[src/rtl/hazard_pkg.sv]
// Shared defaults and latency codes for the hazard scoreboard.
// Optional stall-cycle counting is enabled by defining HAZARD_PERF_EN.
package hazard_pkg;

  localparam int REG_W_DEF = 5;
  localparam int LAT_W_DEF = 3;

  localparam logic [LAT_W_DEF-1:0] LAT_NONE    = 3'd0;
  localparam logic [LAT_W_DEF-1:0] LAT_LOAD    = 3'd1;
  localparam logic [LAT_W_DEF-1:0] LAT_LOAD_WB = 3'd2;
  localparam logic [LAT_W_DEF-1:0] LAT_MULDIV  = 3'd5;

  typedef logic [2**REG_W_DEF-1:0] busy_vec_t;

endpackage

[src/rtl/hazard_sb_entry.sv]
// One scoreboard slot: countdown to zero, reloaded with the larger of the
// decremented value and a newly issued latency.
module hazard_sb_entry #(
  parameter int LAT_W = 3
) (
  input  logic             clk,
  input  logic             rst_n,
  input  logic             load,
  input  logic [LAT_W-1:0] lat,
  output logic [LAT_W-1:0] cnt
);

  logic [LAT_W-1:0] dec;
  logic [LAT_W-1:0] nxt;

  always_comb begin
    dec = (cnt != '0) ? cnt - LAT_W'(1) : '0;
    nxt = dec;
    // keep whichever pending result finishes later
    if (load && (lat > dec)) nxt = lat;
  end

  always_ff @(posedge clk or negedge rst_n) begin
    if (!rst_n) cnt <= '0;
    else        cnt <= nxt;
  end

endmodule

[src/rtl/hazard_scoreboard.sv]
// Per-register countdown scoreboard that stalls ID until its sources are
// forwardable, with a stall watchdog. HAZARD_PERF_EN builds stall_cycles.
module hazard_scoreboard
  import hazard_pkg::*;
#(
  parameter int REG_W     = REG_W_DEF,
  parameter int LAT_W     = LAT_W_DEF,
  parameter int MAX_STALL = 15
) (
  input  logic                clk,
  input  logic                rst_n,
  input  logic [REG_W-1:0]    id_rs,
  input  logic                id_rs_used,
  input  logic [REG_W-1:0]    id_rt,
  input  logic                id_rt_used,
  input  logic                iss_valid,
  input  logic [REG_W-1:0]    iss_rd,
  input  logic [LAT_W-1:0]    iss_lat,
  output logic                stall,
  output logic                flush_idex,
  output logic [2**REG_W-1:0] busy_vec,
  output logic                stall_err,
  output logic [31:0]         stall_cycles
);

  localparam int NREG = 2**REG_W;

  logic [LAT_W-1:0] cnt [NREG];
  logic             hit_s;
  logic             hit_t;
  logic             issue;
  logic [7:0]       run_cnt;

  assign cnt[0] = '0;

  for (genvar r = 1; r < NREG; r++) begin : g_entry
    hazard_sb_entry #(.LAT_W(LAT_W)) u_entry (
      .clk   (clk),
      .rst_n (rst_n),
      .load  (issue && (iss_rd == REG_W'(r)) && (iss_lat != '0)),
      .lat   (iss_lat),
      .cnt   (cnt[r])
    );
  end

  always_comb begin
    busy_vec = '0;
    for (int r = 1; r < NREG; r++) busy_vec[r] = (cnt[r] != '0);
  end

  assign hit_s      = id_rs_used && (id_rs != '0) && (cnt[id_rs] != '0);
  assign hit_t      = id_rt_used && (id_rt != '0) && (cnt[id_rt] != '0);
  assign stall      = hit_s || hit_t;
  assign flush_idex = stall;
  assign issue      = iss_valid && !stall;

  // error is flagged on the edge that closes the MAX_STALL-th stalled cycle
  always_ff @(posedge clk or negedge rst_n) begin
    if (!rst_n) begin
      run_cnt   <= '0;
      stall_err <= 1'b0;
    end else if (stall) begin
      if (run_cnt != 8'hFF) run_cnt <= run_cnt + 8'd1;
      if (({1'b0, run_cnt} + 9'd1) >= 9'(MAX_STALL)) stall_err <= 1'b1;
    end else begin
      run_cnt <= '0;
    end
  end

`ifdef HAZARD_PERF_EN
  logic [31:0] perf_q;

  always_ff @(posedge clk or negedge rst_n) begin
    if (!rst_n)                         perf_q <= '0;
    else if (stall && (perf_q != '1))   perf_q <= perf_q + 32'd1;
  end

  assign stall_cycles = perf_q;
`else
  assign stall_cycles = '0;
`endif

endmodule

[config.mk]
export PLATFORM = sky130hd
export DESIGN_NAME = hazard_scoreboard
export DESIGN_NICKNAME = d
export VERILOG_FILES = /design/src/rtl/hazard_pkg.sv /design/src/rtl/hazard_sb_entry.sv /design/src/rtl/hazard_scoreboard.sv
export SDC_FILE = /design/constraint.sdc
export NUM_CORES = 1
export LEC_CHECK = 0
export CORE_MARGIN = 8
export CORE_UTILIZATION = 50
export DETAILED_ROUTE_END_ITERATION = 12
export HOLD_SLACK_MARGIN = 0.06
export PLACE_DENSITY = 0.71
export SLEW_MARGIN = 25
export SYNTH_ARGS = -nofsm -noshare
export SYNTH_HDL_FRONTEND = slang
export SYNTH_SLANG_ARGS = --single-unit
export TNS_END_PERCENT = 50
[constraint.sdc]
create_clock -name clk -period 4.7 [get_ports clk]
set_clock_uncertainty 0.1 [all_clocks]
set_input_delay 0.94 -clock clk [delete_from_list [all_inputs] [get_ports clk]]
set_output_delay 0.94 -clock clk [all_outputs]
set_load 0.01 [all_outputs]
==> After elaboration in Yosys (flattened, before gate mapping) <==
Index checks and enable logic that the tools add are counted.
{ "totals": {"reg_bits": 102, "latch_bits": 0, "ramBits": 0, "romBits": 0, "input_bits": 23, "out_inout_bits": 67, "word_cells": 342, "memories": 0} }
{ "op_classes": {"addsub": 33, "n_mul": 0, "div": 0, "n_lt_le_gt_ge": 34, "eq_ne": 33, "shifts": 0, "n_mux": 70, "bitwise_logic": 2, "n_reduce_logical": 137} }
{ "ops": {"columns": ["cell", "count"], "rows": [
  ["3-bit 2-to-1 mux", 66],
  ["3-bit nonzero test", 34],
  ["1-bit logical AND", 98],
  ["3-bit greater-than comparator", 31],
  ["3-bit by 1-bit subtractor with 3-bit output (second input constant)", 31],
  ["5-bit == test (second input constant)", 16],
  ["5-bit by 4-bit == test with 1-bit output (second input constant)", 8],
  ["3-bit binary-select mux with 5-bit select", 2],
  ["5-bit by 3-bit == test with 1-bit output (second input constant)", 4],
  ["8-bit 2-to-1 mux", 2],
  ["6-bit greater-or-equal comparator (second input constant)", 2],
  ["5-bit NOT with 6-bit output", 2],
  ["5-bit by 2-bit == test with 1-bit output (second input constant)", 2],
  ["5-bit nonzero test", 2],
  ["8-bit by 1-bit adder with 9-bit output (second input constant)", 1],
  ["9-bit by 4-bit greater-or-equal comparator with 1-bit output (second input constant)", 1],
  ["8-bit by 1-bit adder with 8-bit output (second input constant)", 1],
  ["8-bit inequality test (second input constant)", 1],
  ["5-bit by 1-bit == test with 1-bit output (second input constant)", 1],
  ["2-bit by 1-bit inequality test with 1-bit output (second input constant)", 1],
  ["2-bit AND reduction", 1],
  ["1-bit zero test", 1],
  ["1-bit logical OR", 1]
]} }

==> Logic depth before layout (Yosys ltp) <==
Gate-level depths: netlist of run 1.
{ "logic_depth": {"depth_word": 13, "ltp_mapped": 12, "depth_no_buf": 10} }

==> Modules after synthesis <==
From an unflattened synthesis of run 1, not the netlist that was laid out.
{ "hier_totals": {"cells_unflattened": 962, "hier_area_um2": 8911.0} }
{ "by_module_without_submodules": {"columns": ["module", "n_inst", "cells_per_inst", "area_per_inst_um2", "seq_area_each_um2"], "rows": [
  ["hazard_sb_entry", 31, 21, 212.7, 75.1],
  ["hazard_scoreboard", 1, 311, 2317.2, 225.2]
]} }

==> Worst setup path before layout of run 1 <==
OpenSTA, ideal clock, no wires.
{ "synth_timing": {"kind": "input to output", "from": "input id_rt[1]", "to": "output stall", "t_arrival_ns": 2.979, "required_time_ns": 3.660, "path_slack_ns": 0.681, "cell_stages": 10, "n_path_buf": 4, "path_cell_list": "buf_2 -> inv_1 -> mux4_2 -> a22o_1 -> o221ai_4 -> buf_6 -> and2_1 -> buf_2 -> inv_1 -> buf_4"} }
{ "synth_via": {"elab_chain_len": 7, "word_cells_on_any_way": 9, "classes_between": "mux: 3; bitwise: 1; reduce/logical: 5"} }
{ "synth_lines": {"columns": ["item", "line_no", "rtl"], "rows": [
  ["from (decl)", "hazard_scoreboard.sv:14", "input logic [REG_W-1:0] id_rt,"],
  ["5-bit NOT with 6-bit output (not written as such)", "hazard_scoreboard.sv:52", "assign hit_t = id_rt_used && (id_rt != '0) && (cnt[id_rt] != '0);"],
  ["3-bit binary-select mux with 5-bit select", "hazard_scoreboard.sv:52", null],
  ["3-bit 2-to-1 mux (not written as such) (2 in a row)", "hazard_scoreboard.sv:52", null],
  ["3-bit nonzero test", "hazard_scoreboard.sv:52", null],
  ["1-bit logical AND (*)", "hazard_scoreboard.sv:52", null],
  ["1-bit logical OR (*)", "hazard_scoreboard.sv:53", "assign stall = hit_s || hit_t;"],
  ["to (decl)", "hazard_scoreboard.sv:19", "output logic stall,"]
]} }
Mark *: on every way between the ends. The rest lies on a longest branch, timed or not. The select of a mux whose other input is x is not followed.

==> Worst setup path after layout of run 1 <==
{ "layout_timing": {"from": "input id_rt[0]", "to": "output stall"} }
Same word-level chain as after synthesis.

==> impl.org, run 1 <==
** Status
- Outcome :: finished clean

** Finish
- The net count of the finished layout is 1221.
- Area taken by flip-flops and latches :: around 0.0026 mm²
- 0 antenna diodes ended up in the layout.
- In the final layout, the multi-input gates occupy 0.006001 mm².
- Fraction of final layout cells with drive strength greater than 1 :: 10.33%
- After routing the design area is around 0.010 mm².
- Most frequent standard cell in the layout excluding fill and tap cells :: sky130_fd_sc_hd__inv_1
- Relative to the synthesized area, the layout overhead comes to 10.57%.
- End-of-flow core utilization :: 56.05%
- Count of fill cells added during filler insertion :: 1646
- The library cells used most frequently in the layout, excluding fill and tap cells, are 163 x sky130_fd_sc_hd__inv_1, 157 x sky130_fd_sc_hd__ha_1, 102 x sky130_fd_sc_hd__dfrtp_1.

** Logic synthesis
- Post-synthesis mux area share :: 12.95%
- Async set or reset register ratio after synthesis :: 100.0%
- A synthesized cell averages 9.624 µm².
- Number of enable flip-flop cells after synthesis :: 0
- For this run, the number of Yosys warnings is 0.
- Simple-Gate Fraction of Synth Area :: 15.12%
- Area share of xor/xnor cells in the synthesized design :: 0.4634%
- Yosys mapped the design onto 55 distinct sky130hd cell types.
- By area, the combinational part of the netlist is dominated by adder cells.
- Post-synthesis instance area :: 0.009450 mm²
- The share of the Yosys chip area taken by registers is 27.01%.
- After Yosys synthesis, full adders, half adders and majority gates account for about 21% of the synthesized area.
- Number of flip-flops and latches in the synthesized netlist :: 102
- Complex-gate fraction of the synthesized area :: 12.87%
- Post-synth top flop :: sky130_fd_sc_hd__dfrtp_1
- After technology mapping, the gate count stands at 982.

** Clock network
- The longest clock path from root to sink contains 2 buffers.
- In this run the number of H-tree levels came out at 3.
- TritonCTS built the clock tree.
- Post-CTS timing repair inserted 0 buffers for setup.
- For the worst-skew pair, the clock arrives at the later sink with an insertion delay of approximately 360 ps.
- Counting the buffers created by CTS gives 9.
- CTS placed an instance of sky130_fd_sc_hd__clkbuf_16 at the clock tree root.
- Clock tree synthesis found a total of 102 sinks.
- Clock-pin slew reported for the worst setup and hold paths after clock tree synthesis :: 70 ps

** Floorplan
- The die covers 0.02356 mm².
- Row count :: 50
- In this run the standard cell core region covers 0.01864 mm².
- Die Ht :: 153.5 µm
- Count of boundary I/O pins :: 90
- Initial core utilization :: 50.69%
- From left edge to right edge, the die measures 153.5 µm.

** Place
- Cell area after placement :: 0.01017 mm²
- Routability-driven placement finished with a final weighted congestion of between 0.8 and 0.9.
- Buffers on Ports :: 56
- Once detailed placement completed, the half-perimeter wirelength came to 16440 µm.

** Timing
- At the pin with the least slew margin, the transition time is about 1100 ps.
- The worst path needs 4553 ps of the cycle, external delays included.
- Max-slew headroom :: 29.52%
- Final Setup Violations :: 0
- Static timing analysis puts the maximum clock frequency at 219.6 MHz.
- The final hold violation count is 0.
- Post-route clock period utilization :: 96.88%
- Setup total negative slack on the finished layout was measured at 0 ps.
- The number of slew-limit violations in the final report is 0.
- Setup repair after global routing left no endpoint under its margin.
- Hold is met by 374.2 ps.

** Critical path
- Critical path peak fanout :: 5
- Required time reported for the critical path endpoint :: around 3700 ps
- Critical path class :: in -> out
- STA classifies the critical path startpoint as a primary input.
- For the worst setup path, the data arrival time is 3510 ps.
- The worst setup path is captured at a primary output.

** Detailed routing
- The first detailed-routing pass ran for 5 iterations.
- Remaining DRCs :: 0
- Average wire length per cell after detail routing :: 17.55 µm
- For this block, the initial DRC count from the detailed router was 382.
- WL met1 :: 10310 µm
- The detailed router placed 7032 vias in this run.
- In the detailed route, the total length drawn on met3 is 1178 µm.
- Vias per std cell :: ~5.5
- Total met2 wirelength after detailed routing :: 10600 µm
- The count of nets left with antenna violations once routing finished came out at 0.
- The final layout contains routed wiring with a total length of 22460 µm.
- Top sig layer :: met4

** Global route
- Wire length of the first global-routing pass :: approximately 37000 µm
- The via count of the first global-routing pass was 7065.
- Global router's overall resource usage :: 19.48%
- Summed over all layers, the global routing overflow is 0.
- The number of antenna violations at the first check in global routing was 0.
- Largest net degree at the start of global routing :: between 60 and 70

** Job
- Across the run, the number of max-cap violations was 0.

** Pwr
- Worst IR drop on VDD :: just under 0.2 mV
- Power spread over the standard cell area amounts to 279.8 mW/mm².
- Leakage component of the power :: 5.531 nW

** Worst hold path
- The path class of the tightest hold or removal check is reg -> reg.
## cells in the mapped netlist (5+ instances only)
master | n | area (µm²)
sky130_fd_sc_hd__inv_1 | 163 | 611.8
sky130_fd_sc_hd__nor2b_1 | 6 | 37.54
sky130_fd_sc_hd__a211oi_1 | 7 | 52.55
sky130_fd_sc_hd__mux2_1 | 33 | 371.6
sky130_fd_sc_hd__a21o_1 | 31 | 232.7
sky130_fd_sc_hd__dfrtp_1 | 102 | 2552
sky130_fd_sc_hd__buf_4 | 36 | 270.3
sky130_fd_sc_hd__a311oi_1 | 34 | 297.8
sky130_fd_sc_hd__mux2_2 | 17 | 191.4
sky130_fd_sc_hd__mux4_2 | 6 | 135.1
sky130_fd_sc_hd__or3_1 | 9 | 56.30
sky130_fd_sc_hd__and3_1 | 5 | 31.28
sky130_fd_sc_hd__and4_4 | 6 | 67.56
sky130_fd_sc_hd__clkbuf_1 | 13 | 48.80
sky130_fd_sc_hd__nor2_1 | 76 | 285.3
sky130_fd_sc_hd__buf_2 | 6 | 30.03
sky130_fd_sc_hd__ha_1 | 157 | 1964
sky130_fd_sc_hd__nand4_2 | 8 | 100.1
sky130_fd_sc_hd__mux2_4 | 13 | 195.2
sky130_fd_sc_hd__nand3_1 | 10 | 50.05
sky130_fd_sc_hd__a21oi_1 | 74 | 370.4
sky130_fd_sc_hd__and2_1 | 34 | 212.7
sky130_fd_sc_hd__nor3_1 | 11 | 55.05
sky130_fd_sc_hd__nand3b_1 | 5 | 37.54
sky130_fd_sc_hd__nand4_4 | 15 | 319.1
sky130_fd_sc_hd__mux2i_1 | 33 | 330.3
sky130_fd_sc_hd__o21ai_0 | 8 | 40.04
sky130_fd_sc_hd__nor4_1 | 10 | 62.56
sky130_fd_sc_hd__o311ai_0 | 5 | 43.79
sky130_fd_sc_hd__nand2_1 | 8 | 30.03
## area by class of cell
type	instances	share of cell area, %
clock inverter	5	0.3113
tap	234	2.802
sequential	102	24.43
timing repair buffer	75	6.849
multi-input combinational	690	57.43
clock buffer	11	2.323
inverter	163	5.856
## worst paths after layout
| check | startpoint | endpoint | slack, ps | cells after the start |
|---|---|---|---|---|
| worst min register to register | stall_err$_DFFE_PN0P_ | stall_err$_DFFE_PN0P_ | 370 | 1 |
| max in group asynchronous | rst_n | g_entry[18].u_entry.cnt[1]$_DFF_PN0_ | 3180 | 2 |
| worst min-delay path | stall_err$_DFFE_PN0P_ | stall_err$_DFFE_PN0P_ | 370 | 1 |
| worst max register to register | g_entry[20].u_entry.cnt[2]$_DFF_PN0_ | g_entry[6].u_entry.cnt[2]$_DFF_PN0_ | 1290 | 7 |
| min in group asynchronous | rst_n | run_cnt[0]$_DFFE_PN0P_ | 450 | 1 |
| worst max-delay path | id_rt[0] | stall | 150 | 8 |
## logic make-up (layout without fill, tap and decap cells)
group                      after synthesis  in the layout
AOI/OAI and AO/OA                      179            179
xor gates and xnor gates                 5              5
adders and majority gates              157            157
buffers and inverters                  222            254
DFF                                    102            102
muxes                                  102            102
other                                    1             33
and+or+nand+nor                        214            214
## flip-flops by register name, indices dropped and copies added, names as in the netlist
register	cells
stall_err	1
g_entry.u_entry.cnt	93
run_cnt	8
## timing repair
action | in CTS | in global routing
hold buffers | 0 | 0
setup endpoints to repair | 0 | 2
resized for setup | 0 | 1
## report_power, final
group          switching (W)  internal (W)
clock network       0.000355      0.000375
logic               0.000640      0.000505
registers          0.0000874      0.000962
total                0.00108       0.00184
## per-layer routing
metal / up-vias / global-route usage (%)
met2: 147 / 32.37
li1: 3497 / -
met5: - / 0
met3: 23 / 3.665
met1: 3365 / 25.23
met4: 0 / 5.833
## critical path: stages
cell	delay, ps
sky130_fd_sc_hd__clkdlybuf4s50_1	530
sky130_fd_sc_hd__inv_1	150
sky130_fd_sc_hd__mux4_2	500
sky130_fd_sc_hd__a211oi_1	390
sky130_fd_sc_hd__o221ai_4	160
sky130_fd_sc_hd__and2_1	230
sky130_fd_sc_hd__inv_1	80
sky130_fd_sc_hd__clkdlybuf4s50_1	530
## per-stage QoR
stage / setup slack [ps] / instances / total power, W
final: 146.8 / 1280 / 0.002924
after global routing: 53.08 / 1280 / 0.003132
after CTS: 137.9 / 1280 / 0.002953
after detailed placement: 138.5 / 1264 / 0.002210
after global placement: 162.8 / 1264 / 0.002189
after floorplan: 680.9 / 1014 / 0.001784
Power figures use the tool's default switching activity.
==> run 2, diff against run 1 <==
--- a/config.mk
+++ b/config.mk
@@ -5,6 +5,7 @@
 export SDC_FILE = /design/constraint.sdc
 export NUM_CORES = 1
 export LEC_CHECK = 0
+export CORE_ASPECT_RATIO = 0.6
 export CORE_MARGIN = 8
 export CORE_UTILIZATION = 50
 export DETAILED_ROUTE_END_ITERATION = 12
==> run 2 against run 1 <==
Count of clock-buffer cells in the layout fell by 1. Via count rose by 1.3%. Sequential cell count did not move. Highest routed layer is now met5. Design area grew 0.75%. First-iteration DRC count grew 40%. Register-to-register slack worse by 50 ps. Routed wire length up 3.9%. Cell count up 1.0%. Global-route usage grew 0.51 points. Critical path depth stayed put. Non-clock buffer count rose by 1. Sequential share of layout area decreased by 0.18 points.
==> impl.org, run 2 (same netlist as run 1, synthesis figures left out) <==
** Clock network
- The H-tree depth reported by CTS was 3 (unchanged).
- TritonCTS built the clock tree.
- Cell at the root of the clock tree :: sky130_fd_sc_hd__clkbuf_16
- The CTS buffer count came to 9 (unchanged).
- Clock insertion delay at the later pin of the skew report :: 360 ps (about the same)
- The number of buffers on the longest clock path was 2 (unchanged).
- Clock-pin slew reported for the worst setup and hold paths after clock tree synthesis :: 70 ps (about the same)
- Clock Sink Count :: 102 (unchanged)

** Timing
- Period minus WS final :: 4550 ps (-3.137 ps)
- Final Setup Violations :: 0 (unchanged)
- Setup TNS :: 0 ps (unchanged)
- Fmax :: 219.8 MHz (about the same)
- The slew at the pin with the worst max-slew slack is 938.0 ps (-119.2 ps).
- The final cycle utilization of the critical path was 96.81% (about the same).
- Pins over their slew limit :: 0 (unchanged)
- Setup repair after global routing left no endpoint under its margin.
- Number of hold-slack violations in the final timing report :: 0 (unchanged)
- Max-slew headroom :: 37.46% (+7.9 points)

** Finish
- Total Nets Final :: 1222 (+0.082%)
- End-of-flow core utilization :: 56.04% (about the same)
- The number of filler cells placed in the layout came to 1682 (+2.2%).
- Registers with the most flip-flops :: g_entry.u_entry.cnt x93, run_cnt x8, stall_err x1
- Most used cells in the layout excluding fill and tap cells :: 163 x sky130_fd_sc_hd__inv_1, 157 x sky130_fd_sc_hd__ha_1, 102 x sky130_fd_sc_hd__dfrtp_1
- The number of diodes added for antenna fixing came to 0 (unchanged).
- The flip-flop count of the largest register, all copies and words added was 93 (unchanged).
- The share of post-route cells with drive strength above 1 came to 10.51% (+0.18 points).
- Compared with the post-synthesis result, the final layout area differs by 11.40%.
- Most flops, register :: g_entry.u_entry.cnt
- Leaving out fill and tap cells, the most frequent cell in the layout is sky130_fd_sc_hd__inv_1.
- The register area came to 0.002552 mm² (unchanged).
- The multi-input combinational cell area was 0.006001 mm² (unchanged).

** Pwr
- Leakage component of the power :: 5.553 nW (+0.38%)
- Worst IR drop on VDD :: 0.1766 mV (-11%)
- Total power after layout :: 0.003066 W (+4.9%)
- Power density over the cells :: 291.3 mW/mm² (+4.1%)

** Detailed routing
- The wire length reported by the detailed router came to 23350 µm (+3.9%).
- DRT Pass-1 Iters :: 5 (unchanged)
- The number of DRC violations after detailed-routing iteration 0 came to 534 (+40%).
- The number of vias after detailed routing was 7124 (+1.3%).
- Remaining DRCs :: 0 (unchanged)
- Average wire length per cell after detail routing :: 18.06 µm (+2.9%)
- The ratio of routed vias to standard cells was 5.510 (+0.29%).
- Antenna viol nets, final :: 0 (unchanged)

** Floorplan
- The boundary pin count was 90 (unchanged).
- Die Ht :: 122.5 µm (-20%)
- Core area :: 0.01879 mm² (+0.77%)
- The initial standard-cell utilization of the core is 50.30% (-0.39 points).
- Area of the die :: 0.02370 mm² (+0.61%)
- Row count :: 39 (-22%)
- Chip Width :: 193.5 µm (+26%)

** Job
- Count of maximum capacitance violations :: 0 (unchanged)

** Global route
- The aggregate global-route resource usage came to 19.99% (+0.51 points).
- Antenna violations before repair :: 1 (+1)
- Largest net degree at the start of global routing :: 53 (-16%)
- The via count of the first global-routing pass was 6844 (-3.1%).
- GRT Residual Overflow :: 0 (unchanged)
- Wire length of the first global-routing pass :: 37730 µm (+1.9%)

** Place
- Buffers on Ports :: 56 (unchanged)
- The estimated wirelength of the detail-placed design was 17450 µm (+6.1%).
- The last weighted congestion value of the routability-driven placer is 0.8760 (+2.9%).

** Critical path
- Critical path class :: in -> out
- Required time reported for the critical path endpoint :: 3660 ps (about the same)
- In this run the critical register-to-register path is launched from g_entry[30].u_entry.cnt[2]$_DFF_PN0_.
- The signal on the critical path passes through clkdlybuf4s50_1 > inv_1 > mux4_2 > a211oi_1 > o221ai_4 > and2_1 > inv_1 > clkdlybuf4s50_1.
- The worst setup path is captured at a primary output.
- Arrival time at the worst endpoint :: 3510 ps (about the same)
- Critical Path Max Stage Delay :: 530 ps (about the same)
- The worst setup path is launched from a primary input.
- Critical path launch point :: id_rt[0]
- The largest individual stage delay along the critical path comes from the cell sky130_fd_sc_hd__clkdlybuf4s50_1.
- Critical path peak fanout :: 2 (-3)

** Worst hold path
- Worst hold-check path type :: reg -> reg
- In this run the most critical hold path is launched from stall_err$_DFFE_PN0P_.

** Status
- The flow ran to the end, and the final reports show no timing, DRC or antenna violations.
-- run 2: changes by cell type in the layout (fill, tap and decap cells not counted) --
| cell | before | now |
|---|---|---|
| sky130_fd_sc_hd__bufinv_16 | 0 | 2 |
| sky130_fd_sc_hd__clkinv_4 | 1 | 0 |
| sky130_fd_sc_hd__buf_4 | 18 | 19 |
| sky130_fd_sc_hd__clkinvlp_4 | 0 | 2 |
| sky130_fd_sc_hd__inv_6 | 1 | 2 |
| sky130_fd_sc_hd__clkinv_2 | 3 | 0 |
| sky130_fd_sc_hd__clkbuf_1 | 1 | 0 |
-- run 2: what timing repair did --
action / CTS / global route
setup buffers: 0 / 0
hold buffers: 0 / 0
endpoints found under the setup margin: 0 / 2
resized for setup: 0 / 1
endpoints found under the hold margin: 0 / 0
-- run 2: power breakdown --
group          switching, W  internal, W  leakage [nW]
Clock              0.000364     0.000486         0.156
Combinational      0.000656     0.000506          3.99
Sequential        0.0000935     0.000961          1.41
Total               0.00111      0.00195          5.55
-- run 2: layer usage --
metal  GRT usage (%)  part of all wire, %  vias up
met2           29.50                   42      182
met4           5.122                  1.6        2
met1           28.31                   49     3420
li1                -                    -     3490
met5               0                0.056        -
met3           5.887                  6.7       30
-- run 2: final timing paths --
kind                       slack, ps  depth (start not counted)                                    to
setup / recovery                 150                          8                            flush_idex
hold / removal                   380                          1                 stall_err$_DFFE_PN0P_
setup reg to reg                1240                          7   g_entry[4].u_entry.cnt[0]$_DFF_PN0_
hold reg to reg                  380                          1                 stall_err$_DFFE_PN0P_
max in group asynchronous       3370                          2  g_entry[14].u_entry.cnt[2]$_DFF_PN0_
min in group asynchronous        590                          2  g_entry[30].u_entry.cnt[0]$_DFF_PN0_
-- run 2: through the flow --
| step | area, µm² | hold slack, ps | cells | worst slack, ps |
|---|---|---|---|---|
| 2_1_floorplan | 9570 | 384.0 | 1014 | 680.9 |
| 3_3_place_gp | 10200 | 364.9 | 1277 | 166.5 |
| 3_5_place_dp | 10200 | 361.3 | 1277 | 190.6 |
| 4_1_cts | 10530 | 382.1 | 1293 | 138.9 |
| 5_1_grt | 10530 | 397.8 | 1293 | 28.06 |
| 6_report | 10530 | 379.4 | 1293 | 150.0 |
-- run 2: critical path: cells and delay by family --
kind,cells,cell delay (ps)
buffers and inverters,4,1270
and+or+nand+nor,1,210
AOI/OAI and AO/OA,2,580
muxes,1,500
-- run 2: cell type report --
type / instances / share of cell area (%)
Timing Repair Buffer: 76 / 6.870
Clock buffer: 10 / 2.270
Tap cell: 246 / 2.924
Multi-Input combinational cell: 690 / 57.00
Sequential cell: 102 / 24.25
Inverter: 163 / 5.812
Clock inverter: 6 / 0.8795
==> run 3, diff against run 2 <==
--- a/config.mk
+++ b/config.mk
@@ -7,10 +7,11 @@
 export LEC_CHECK = 0
 export CORE_ASPECT_RATIO = 0.6
 export CORE_MARGIN = 8
-export CORE_UTILIZATION = 50
+export CORE_UTILIZATION = 55
 export DETAILED_ROUTE_END_ITERATION = 12
 export HOLD_SLACK_MARGIN = 0.06
-export PLACE_DENSITY = 0.71
+export MAX_ROUTING_LAYER = met4
+export PLACE_DENSITY = 0.77
 export SLEW_MARGIN = 25
 export SYNTH_ARGS = -nofsm -noshare
 export SYNTH_HDL_FRONTEND = slang
==> run 3 against run 2 <==
Routed wire length grew 0.82%. Clock power shrank 14%. Critical path type unchanged. Highest routed layer is now met4. Total power shrank 3.6%.
==> impl.org, run 3 (same netlist as run 1, synthesis figures left out) <==
** Status
- The flow ran to the end, and the final reports show no timing, DRC or antenna violations.

** Timing
- Post-route clock period utilization :: 97.44% (+0.63 points)
- The final sum of negative setup slack is 0 ps (unchanged).
- The slack of the critical path is 120.2 ps (-29.74 ps).
- Final Setup Violations :: 0 (unchanged)
- The number of slew-limit violations in the final report came to 0 (unchanged).
- Setup repair after global routing missed its margin :: no
- The final critical-path required period was 4580 ps (+29.74 ps).
- The final hold violation count was 0 (unchanged).
- The relative slew slack came to 30.77% (-6.7 points).
- The slew at the pin with the worst max-slew slack came to 1039 ps (+100.5 ps).
- Fmax :: 218.4 MHz (-0.65%)

** Clock network
- TritonCTS clock tree :: built
- Clock Sink Count :: 102 (unchanged)
- The number of setup buffers added after CTS is 0 (unchanged).
- The clock input transition at the sequential cells of the worst setup and hold paths was 70 ps (about the same).
- Max Root-Sink Buffers :: 2 (unchanged)
- Post-cts hold buffer count :: 0 (unchanged)
- The CTS buffer count came to 9 (unchanged).
- The clock network latency to the later pin of the worst-skew pair is 350 ps (about the same).
- Cell at the root of the clock tree :: sky130_fd_sc_hd__clkbuf_16
- H-tree lvl count :: 3 (unchanged)

** Detailed routing
- The number of DRC violations after detailed-routing iteration 0 is 550 (+3.0%).
- The wire length reported by the detailed router is 23540 µm (+0.82%).
- The wire length per cell was 18.37 µm (+1.8%).
- Antenna viol nets, final :: 0 (unchanged)
- Vias after detailed routing :: 7176 (+0.73%)
- The ratio of routed vias to standard cells was 5.602 (+1.7%).
- Remaining DRCs :: 0 (unchanged)
- DRT Pass-1 Iters :: 5 (unchanged)

** Critical path
- Arrival time at the worst endpoint :: 3540 ps (+30 ps)
- Type of origin of the critical path :: primary input
- The worst setup path is captured at a primary output.
- Critical path class :: in -> out
- Cells along the critical path :: clkdlybuf4s50_1 > buf_4 > or2_2 > o311ai_0 > o2111a_1 > o31ai_1 > o221ai_4 > and2_1 > inv_1 > clkdlybuf4s50_1
- Required time reported for the critical path endpoint :: 3660 ps (about the same)
- For this design, the slowest cell found on the critical path is sky130_fd_sc_hd__clkdlybuf4s50_1.
- The peak per-stage delay on the critical path was 570 ps (+40 ps).
- Critical path peak fanout :: 10 (+8)
- Cell mode on critical path :: sky130_fd_sc_hd__clkdlybuf4s50_1

** Floorplan
- Initial core utilization :: 55.62% (+5.3 points)
- Core area :: 0.01699 mm² (-9.6%)
- The overall die area was 0.02177 mm² (-8.1%).
- Die Ht :: 117.5 µm (-4.0%)
- Row count :: 37 (-5.1%)
- The boundary pin count is 90 (unchanged).
- Chip Width :: 185.2 µm (-4.3%)

** Finish
- The largest registers in the layout are g_entry.u_entry.cnt x93, run_cnt x8, stall_err x1.
- Relative to the synthesized area, the layout overhead comes to 10.63%.
- The multi-input combinational cell area was 0.006003 mm² (about the same).
- Most flops, register :: g_entry.u_entry.cnt
- Count of fill cells added during filler insertion :: 1457 (-13%)
- Most frequent standard cell in the layout excluding fill and tap cells :: sky130_fd_sc_hd__inv_1
- Most used cells in the layout excluding fill and tap cells :: 163 x sky130_fd_sc_hd__inv_1, 157 x sky130_fd_sc_hd__ha_1, 102 x sky130_fd_sc_hd__dfrtp_1
- Fraction of final layout cells with drive strength greater than 1 :: 10.33% (-0.18 points)
- The layout net count came to 1221 (-0.082%).
- Area taken by flip-flops and latches :: 0.002552 mm² (unchanged)
- The flip-flop count of the largest register, all copies and words added came to 93 (unchanged).

** Place
- The last weighted congestion value of the routability-driven placer was 0.9322 (+6.4%).
- The pre-CTS setup slack came to 134.5 ps (-56.08 ps).
- HPWL reported at the end of detailed placement :: 17640 µm (+1.1%)
- The quantity of I/O buffers inserted on ports came to 56 (unchanged).

** Global route
- The number of antenna violations at the first check in global routing came to 1 (unchanged).
- Largest net degree at the start of global routing :: 44 (-17%)
- The wire length of the first global-routing pass is 38030 µm (+0.78%).
- The total congestion overflow was 0 (unchanged).
- The aggregate global-route resource usage is 22.35% (+2.4 points).
- The via count of the first global-routing pass came to 7180 (+4.9%).

** Pwr
- Leakage component of the power :: 5.526 nW (-0.47%)
- The maximum ir drop on the vdd rail is 0.2036 mV (+15%).
- The power per cell area is 282.8 mW/mm² (-2.9%).

** Worst hold path
- In this run the worst hold path is classified as reg -> reg.

** Job
- The max-cap check violation count came to 0 (unchanged).
## run 3: cell types whose count changed in the layout (fill, tap and decap cells not counted), sizes merged
| cell | previous run | this run |
|---|---|---|
| bufinv | 2 | 0 |
| clkbuf | 10 | 12 |
| buf | 23 | 22 |
| clkinv | 0 | 1 |
| clkinvlp | 2 | 1 |
| diode | 0 | 1 |
## run 3: routing by layer
layer	global-route usage, %	part of all wire [%]
met1	30.57	48
met2	33.62	44
met3	4.007	6.0
met4	5.777	1.6
met5	-	0
## run 3: final cells by class
type | instances | share of cell area [%]
clock inverters | 4 | 0.2872
repair buffers | 75 | 6.845
flip-flops and latches | 102 | 24.41
inverters | 163 | 5.852
diodes | 1 | 0.02393
clock buffers | 12 | 2.358
multi-input cells | 690 | 57.42
well taps | 234 | 2.800
## run 3: per-stage QoR
stage                     util (%)  std cells  hold WS, ps  cell area (µm²)  total power [W]
after floorplan                  -       1014        384.0             9570         0.001784
after global placement       59.88       1264        364.7            10170         0.002189
after detailed placement     59.88       1264        373.2            10170         0.002227
after CTS                    61.51       1280        388.5            10450         0.002963
after global routing         61.54       1281        397.3            10460         0.003139
final                        61.54       1281        389.8            10460         0.002956
## run 3: final timing paths
path	slack, ps	depth (start not counted)	to	from
worst max register to register	1200	7	g_entry[4].u_entry.cnt[2]$_DFF_PN0_	g_entry[30].u_entry.cnt[2]$_DFF_PN0_
min in group asynchronous	410	1	g_entry[31].u_entry.cnt[2]$_DFF_PN0_	rst_n
worst max-delay path	120	10	stall	id_rt[0]
worst min register to register	390	1	stall_err$_DFFE_PN0P_	stall_err$_DFFE_PN0P_
max in group asynchronous	3170	2	g_entry[3].u_entry.cnt[2]$_DFF_PN0_	rst_n
worst min-delay path	390	1	stall_err$_DFFE_PN0P_	stall_err$_DFFE_PN0P_
## run 3: power breakdown
group | total (W) | leakage, nW | switching [W] | internal (W)
Sequential | 0.00105 | 1.41 | 0.0000931 | 0.000962
Combinational | 0.00117 | 3.99 | 0.000661 | 0.000508
Clock | 0.000732 | 0.134 | 0.000354 | 0.000378
Total | 0.00296 | 5.53 | 0.00111 | 0.00185
## run 3: critical path: cells and delay by family
kind	cells	cell delay [ps]
AND/OR/NAND/NOR	2	340
buffers and inverters	4	1390
AO/OA/AOI/OAI	4	860
## run 3: timing repair
item / 4_1_cts / 5_1_grt
resized for setup: 0 / 1
endpoints found under the setup margin: 0 / 2
hold endpoints to repair: 0 / 0
